## src/rtl/mem_stage_lsu.sv

```systemverilog
// Memory-access pipeline stage: holds one instruction between execute and
// write-back, waits for the data-SRAM response of a load, aligns/extends the
// load data, exports a bypass view to decode, and discards responses that
// belong to loads killed by a pipeline flush.
module mem_stage_lsu #(
    parameter int unsigned SIDE_W = 80
) (
    input  logic              clk,
    input  logic              reset,

    // execute -> memory handshake and payload
    input  logic              es_to_ms_valid,
    output logic              ms_allowin,
    input  logic [31:0]       es_pc,
    input  logic              es_gr_we,
    input  logic [4:0]        es_dest,
    input  logic [31:0]       es_alu_result,
    input  logic              es_mem_req,
    input  logic [4:0]        es_load_op,
    input  logic [SIDE_W-1:0] es_side,

    // data SRAM response channel
    input  logic              data_sram_data_ok,
    input  logic [31:0]       data_sram_rdata,

    // write-back side
    input  logic              ws_allowin,
    input  logic              ws_flush_pipe,
    output logic              ms_to_ws_valid,
    output logic [31:0]       ms_pc,
    output logic              ms_gr_we,
    output logic [4:0]        ms_dest,
    output logic [SIDE_W-1:0] ms_side,
    output logic [31:0]       ms_final_result,

    // bypass / interlock view for decode
    output logic              ms_fwd_valid,
    output logic [4:0]        ms_fwd_dest,
    output logic [31:0]       ms_fwd_data,
    output logic              ms_fwd_stall
);

    // Load-op one-hot bit positions: {ld.w, ld.hu, ld.h, ld.bu, ld.b}
    localparam int unsigned OP_B  = 0;
    localparam int unsigned OP_BU = 1;
    localparam int unsigned OP_H  = 2;
    localparam int unsigned OP_HU = 3;
    localparam int unsigned OP_W  = 4;

    // Stage state
    logic              ms_valid_q,  ms_valid_d;
    logic              got_q,       got_d;
    logic [31:0]       buf_q,       buf_d;
    logic [1:0]        cancel_cnt_q, cancel_cnt_d;

    // Registered payload
    logic [31:0]       pc_q,         pc_d;
    logic              gr_we_q,      gr_we_d;
    logic [4:0]        dest_q,       dest_d;
    logic [31:0]       alu_result_q, alu_result_d;
    logic              mem_req_q,    mem_req_d;
    logic [4:0]        load_op_q,    load_op_d;
    logic [SIDE_W-1:0] side_q,       side_d;

    // Combinational helpers
    logic              rsp_mine;
    logic              ms_ready_go;
    logic              accept;
    logic              cancel_inc;
    logic              cancel_dec;
    logic [31:0]       load_data;
    logic [7:0]        byte_sel;
    logic [15:0]       half_sel;
    logic [31:0]       final_result;

    // Response ownership, handshake and bypass signals
    always_comb begin
        rsp_mine       = data_sram_data_ok & (cancel_cnt_q == 2'd0) &
                         ms_valid_q & mem_req_q & ~got_q;
        ms_ready_go    = ~mem_req_q | got_q | rsp_mine;
        ms_allowin     = ~ms_valid_q | (ms_ready_go & ws_allowin);
        accept         = ms_allowin & es_to_ms_valid & ~ws_flush_pipe;
        ms_to_ws_valid = ms_valid_q & ms_ready_go & ~ws_flush_pipe;
        ms_fwd_stall   = ms_valid_q & mem_req_q & ~ms_ready_go;
        ms_fwd_valid   = ms_valid_q & gr_we_q;
        // A flushed load still waiting for its response leaves one orphan
        // response in flight; an owned response in the flush cycle is
        // consumed here and therefore needs no cancel.
        cancel_inc     = ws_flush_pipe & ms_valid_q & mem_req_q & ~got_q & ~rsp_mine;
        cancel_dec     = data_sram_data_ok & (cancel_cnt_q != 2'd0);
    end

    // Next-state for valid, payload, response buffer and cancel counter
    always_comb begin
        ms_valid_d   = ms_valid_q;
        got_d        = got_q;
        buf_d        = buf_q;
        cancel_cnt_d = cancel_cnt_q;
        pc_d         = pc_q;
        gr_we_d      = gr_we_q;
        dest_d       = dest_q;
        alu_result_d = alu_result_q;
        mem_req_d    = mem_req_q;
        load_op_d    = load_op_q;
        side_d       = side_q;

        if (ws_flush_pipe) begin
            ms_valid_d = 1'b0;
        end else if (ms_allowin) begin
            ms_valid_d = es_to_ms_valid;
        end

        if (accept) begin
            pc_d         = es_pc;
            gr_we_d      = es_gr_we;
            dest_d       = es_dest;
            alu_result_d = es_alu_result;
            mem_req_d    = es_mem_req;
            load_op_d    = es_load_op;
            side_d       = es_side;
        end

        // Buffered data only matters for the instruction that owns it, so a
        // flush or a newly accepted instruction always starts with it empty.
        if (ws_flush_pipe || accept) begin
            got_d = 1'b0;
        end else if (rsp_mine && !ws_allowin) begin
            got_d = 1'b1;
        end

        if (rsp_mine && !ws_allowin) begin
            buf_d = data_sram_rdata;
        end

        case ({cancel_inc, cancel_dec})
            2'b10:   cancel_cnt_d = (cancel_cnt_q == 2'd3) ? 2'd3 : cancel_cnt_q + 2'd1;
            2'b01:   cancel_cnt_d = cancel_cnt_q - 2'd1;
            default: cancel_cnt_d = cancel_cnt_q;
        endcase
    end

    // State and payload registers with synchronous reset
    always_ff @(posedge clk) begin
        if (reset) begin
            ms_valid_q   <= 1'b0;
            got_q        <= 1'b0;
            buf_q        <= 32'd0;
            cancel_cnt_q <= 2'd0;
            pc_q         <= 32'd0;
            gr_we_q      <= 1'b0;
            dest_q       <= 5'd0;
            alu_result_q <= 32'd0;
            mem_req_q    <= 1'b0;
            load_op_q    <= 5'd0;
            side_q       <= '0;
        end else begin
            ms_valid_q   <= ms_valid_d;
            got_q        <= got_d;
            buf_q        <= buf_d;
            cancel_cnt_q <= cancel_cnt_d;
            pc_q         <= pc_d;
            gr_we_q      <= gr_we_d;
            dest_q       <= dest_d;
            alu_result_q <= alu_result_d;
            mem_req_q    <= mem_req_d;
            load_op_q    <= load_op_d;
            side_q       <= side_d;
        end
    end

    // Load data selection, alignment and extension
    always_comb begin
        load_data = got_q ? buf_q : data_sram_rdata;

        case (alu_result_q[1:0])
            2'd0:    byte_sel = load_data[7:0];
            2'd1:    byte_sel = load_data[15:8];
            2'd2:    byte_sel = load_data[23:16];
            default: byte_sel = load_data[31:24];
        endcase

        half_sel = alu_result_q[1] ? load_data[31:16] : load_data[15:0];

        final_result = alu_result_q;
        if (load_op_q[OP_W]) begin
            final_result = load_data;
        end else if (load_op_q[OP_HU]) begin
            final_result = {16'd0, half_sel};
        end else if (load_op_q[OP_H]) begin
            final_result = {{16{half_sel[15]}}, half_sel};
        end else if (load_op_q[OP_BU]) begin
            final_result = {24'd0, byte_sel};
        end else if (load_op_q[OP_B]) begin
            final_result = {{24{byte_sel[7]}}, byte_sel};
        end
    end

    // Registered payload and bypass outputs
    always_comb begin
        ms_pc           = pc_q;
        ms_gr_we        = gr_we_q;
        ms_dest         = dest_q;
        ms_side         = side_q;
        ms_final_result = final_result;
        ms_fwd_dest     = dest_q;
        ms_fwd_data     = final_result;
    end

endmodule

```

## config.mk

```make
export PLATFORM = sky130hd
export DESIGN_NAME = mem_stage_lsu
export DESIGN_NICKNAME = d
export VERILOG_FILES = /design/src/rtl/mem_stage_lsu.sv
export SDC_FILE = /design/constraint.sdc
export NUM_CORES = 1
export LEC_CHECK = 0
export BUFFER_PORTS_ARGS = -buffer_cell sky130_fd_sc_hd__clkbuf_2
export CAP_MARGIN = 20
export CORE_ASPECT_RATIO = 0.75
export CORE_MARGIN = 1.5
export CORE_UTILIZATION = 51
export CTS_BUF_LIST = sky130_fd_sc_hd__clkbuf_2 sky130_fd_sc_hd__clkbuf_4 sky130_fd_sc_hd__clkbuf_8
export DETAILED_ROUTE_END_ITERATION = 16
export PLACE_DENSITY = 0.9
export RECOVER_POWER = 50
export SYNTH_ARGS = -nofsm -noshare
export SYNTH_HDL_FRONTEND = slang
export SYNTH_SLANG_ARGS = --single-unit
```

## constraint.sdc

```tcl
create_clock -name clk -period 2.1 [get_ports clk]
set_clock_uncertainty 0.05 [all_clocks]
set_input_delay 0.21 -clock clk [delete_from_list [all_inputs] [get_ports clk]]
set_output_delay 0.21 -clock clk [all_outputs]
set_load 0.01 [all_outputs]
```

==> results.json <==
{
  "rows": 44,
  "worstSetupPathType": "register to output port",
  "root_buffer": "clkbuf_8",
  "route.detailed.drc": 0,
  "whs_ns": -0.0462,
  "ys_async_sr_fraction_pct": 0,
  "core-area_um2": 19400,
  "cp.arrival_ns": 2.28,
  "final_core_util_pct": 77.5,
  "synthFlopType": "dfxtp_1",
  "cts_tree": "done",
  "place_area_um2": 12100,
  "required_ns": 1.84,
  "worstSetupEndpointType": "output port",
  "finalHoldViolations": 1,
  "powerDensity_nw_per_um2": 584,
  "nets": 1829,
  "synth_seq_cells": 192,
  "avgSynthCellArea_um2": 9.19,
  "power.total_mw": 8.77,
  "die_area_um2": 20700,
  "fmax_mhz": 393,
  "fill_cells": 1207,
  "p_leak_nw": 6.04,
  "rrSetupSlack_ns": -0.21,
  "fp.dieH_um": 125,
  "ios": 385,
  "antenna_found_initial": 6,
  "layout-drive-gt1-share_pct": 28.4,
  "synth_edf_count": 0,
  "grt_pass1_vias": 11036,
  "final_area_um2": 15000,
  "grtUsageTotal_pct": 35.6,
  "finalMaxSlewViolations": 0,
  "grt_max_degree": 79,
  "final.min_clock_period_ns": 2.54,
  "wl_met1_um": 13800,
  "clock_path_buffers": 2,
  "post-place-cells": 1656,
  "path_max_fanout": 16,
  "rsz0062_at_grt": "yes",
  "maxCapViolations": 0,
  "setup_viol": 101,
  "overflow": 0,
  "yosysWarnings": 0,
  "antenna_left": 0,
  "port_buffers": 384,
  "ys_seq_area_share_pct": 38.0,
  "min-delay-path-class": "input pin to register",
  "drt_wl_total_um": 39500,
  "outcome": "finished, violations left",
  "synth_cells": 1101,
  "stdcell_count": 1902,
  "place_ws_ns": 0.0478,
  "gp_congestion": 0.965,
  "critPathLaunchType": "register",
  "start_util_pct": 52.2,
  "viasPerCell": 5.61,
  "drt_iter0_drc": 1219,
  "die_x_um": 166,
  "wl_per_cell_um": 20.8,
  "cts_buffers": 17,
  "tightest_slew_ns": 0.726,
  "syn_nets": 1298,
  "dr.pass1.iters": 5,
  "synth_area_um2": 10100,
  "vias": 10675,
  "clkTransAtPathRegs_ns": 0.11,
  "met2_wirelength_um": 19800,
  "violations": "negative hold slack, negative setup slack",
  "slew_headroom_pct": 51.6,
  "hpwl_um": 21600,
  "cts_num_sinks": 192,
  "top_layer": "met5",
  "syn_to_final_growth_pct": 48.5,
  "ctsHtreeMaxLevel": 4,
  "clk_latency_ns": 0.47,
  "grt_pass1_wl_um": 58800,
  "wl_met3_um": 3240,
  "fin_ws_ns": -0.443,
  "finalCritPeriodShare_pct": 121,
  "yosysUniqueCellTypes": 43,
  "ir_drop_mv": 0.428
}
## cells in the mapped netlist (2+ instances only)
cell	n	area share, %
a211oi_1	19	1.4
a21oi_1	65	3.2
a22oi_1	5	0.37
and2_1	5	0.31
buf_2	12	0.59
buf_4	39	2.9
buf_6	18	2.0
clkbuf_1	51	1.9
dfxtp_1	192	38
ha_1	3	0.37
inv_1	6	0.22
mux2_2	11	1.2
mux2i_1	182	18
mux4_2	8	1.8
nand2_1	77	2.9
nand2b_1	314	19
nor2_1	41	1.5
nor2b_1	6	0.37
o211ai_1	2	0.15
o21ai_1	3	0.15
o221ai_1	5	0.43
o22ai_1	16	0.99
## final timing paths
check,startpoint,to,depth (start not counted)
worst max-delay path,got_q,ms_fwd_data[20],6
worst min-delay path,es_to_ms_valid,ms_valid_q,3
worst max register to register,cancel_cnt_q[0],alu_result_q[19],9
worst min register to register,buf_q[0],buf_q[0],2
## where the power goes
| part | leakage (nW) | internal, mW | switching (mW) |
|---|---|---|---|
| Clock | 0.211 | 0.951 | 1.66 |
| Sequential | 1.57 | 3.80 | 0.123 |
| Combinational | 4.26 | 1.09 | 1.15 |
## critical path, cell delays in order (launching register included)
cell and delay (ns):
dfxtp_4 0.42, mux4_2 0.54, o21a_1 0.22, buf_12 0.17, nor2_2 0.18, a21oi_1 0.11, clkbuf_2 0.17
## registers in the layout (all words and copies together) (netlist names), 2 cells and up
signal / count
ms_side: 80
alu_result_q: 32
buf_q: 32
ms_pc: 32
load_op_q: 5
ms_dest: 5
cancel_cnt_q: 2
## placed cells by master (no fill, tap or decap), types with 4 or more instances in the layout
cell type      count
a211oi_1           8
a211oi_2          12
a21oi_1           49
a21oi_2           10
a21oi_4            6
a22oi_2            6
and2_1             4
buf_12            17
buf_2              8
buf_4             34
buf_6              7
clkbuf_1         125
clkbuf_2         251
clkbuf_8          17
clkinv_8           4
dfxtp_1          187
diode_2            4
dlygate4sd3_1    189
inv_1              6
inv_8              5
mux2_2             9
mux2i_1          170
mux2i_2            7
mux2i_4            5
mux4_2             8
nand2_1           75
nand2b_1         313
nor2_1            25
nor2_2            13
nor2b_1            5
o221ai_2           5
o22ai_1            7
o22ai_2            8
## kinds of logic (layout without fill, tap and decap cells)
family,Yosys count,in the layout,synth area share [%]
simple gates,454,454,25.4
mux,201,201,21.0
flops,192,192,38.0
buf+inv,127,671,7.65
compound gates,124,124,7.52
fa+ha+maj,3,3,0.371
other cells,0,4,0
## cell type report
| cell class | count | area [um2] | share of cell area [%] |
|---|---|---|---|
| clock inverter | 15 | 195 | 1.30 |
| clock buffer | 17 | 234 | 1.56 |
| timing repair buffer | 633 | 4380 | 29.2 |
| tap | 253 | 317 | 2.11 |
| inverter | 6 | 22.5 | 0.150 |
| antenna | 4 | 10.0 | 0.0666 |
| sequential | 192 | 3860 | 25.7 |
| multi-input combinational | 782 | 6000 | 39.9 |
## stage by stage
stage	TNS, ns	hold WS, ns
global route	-41.57	-0.0359
CTS	-15.37	0.000355
floorplan	0	0.233
detailed placement	0	0.398
global placement	0	0.391
finish	-21.89	-0.0462
## repair_timing
action,4_1_cts,5_1_grt
buffers inserted,10,9
hold buffers,189,0
resized for setup,67,66
pin swaps,9,15
endpoints found under the hold margin,189,0
cloned,3,1
endpoints found under the setup margin,65,196
## metal layers
| layer | GRT usage [%] | vias to the layer above |
|---|---|---|
| li1 | - | 4716 |
| met3 | 8.36 | 230 |
| met2 | 63.4 | 728 |
| met1 | 37.9 | 4997 |
| met5 | 0 | - |
| met4 | 23.5 | 4 |
(Power assumes the default switching activity.)
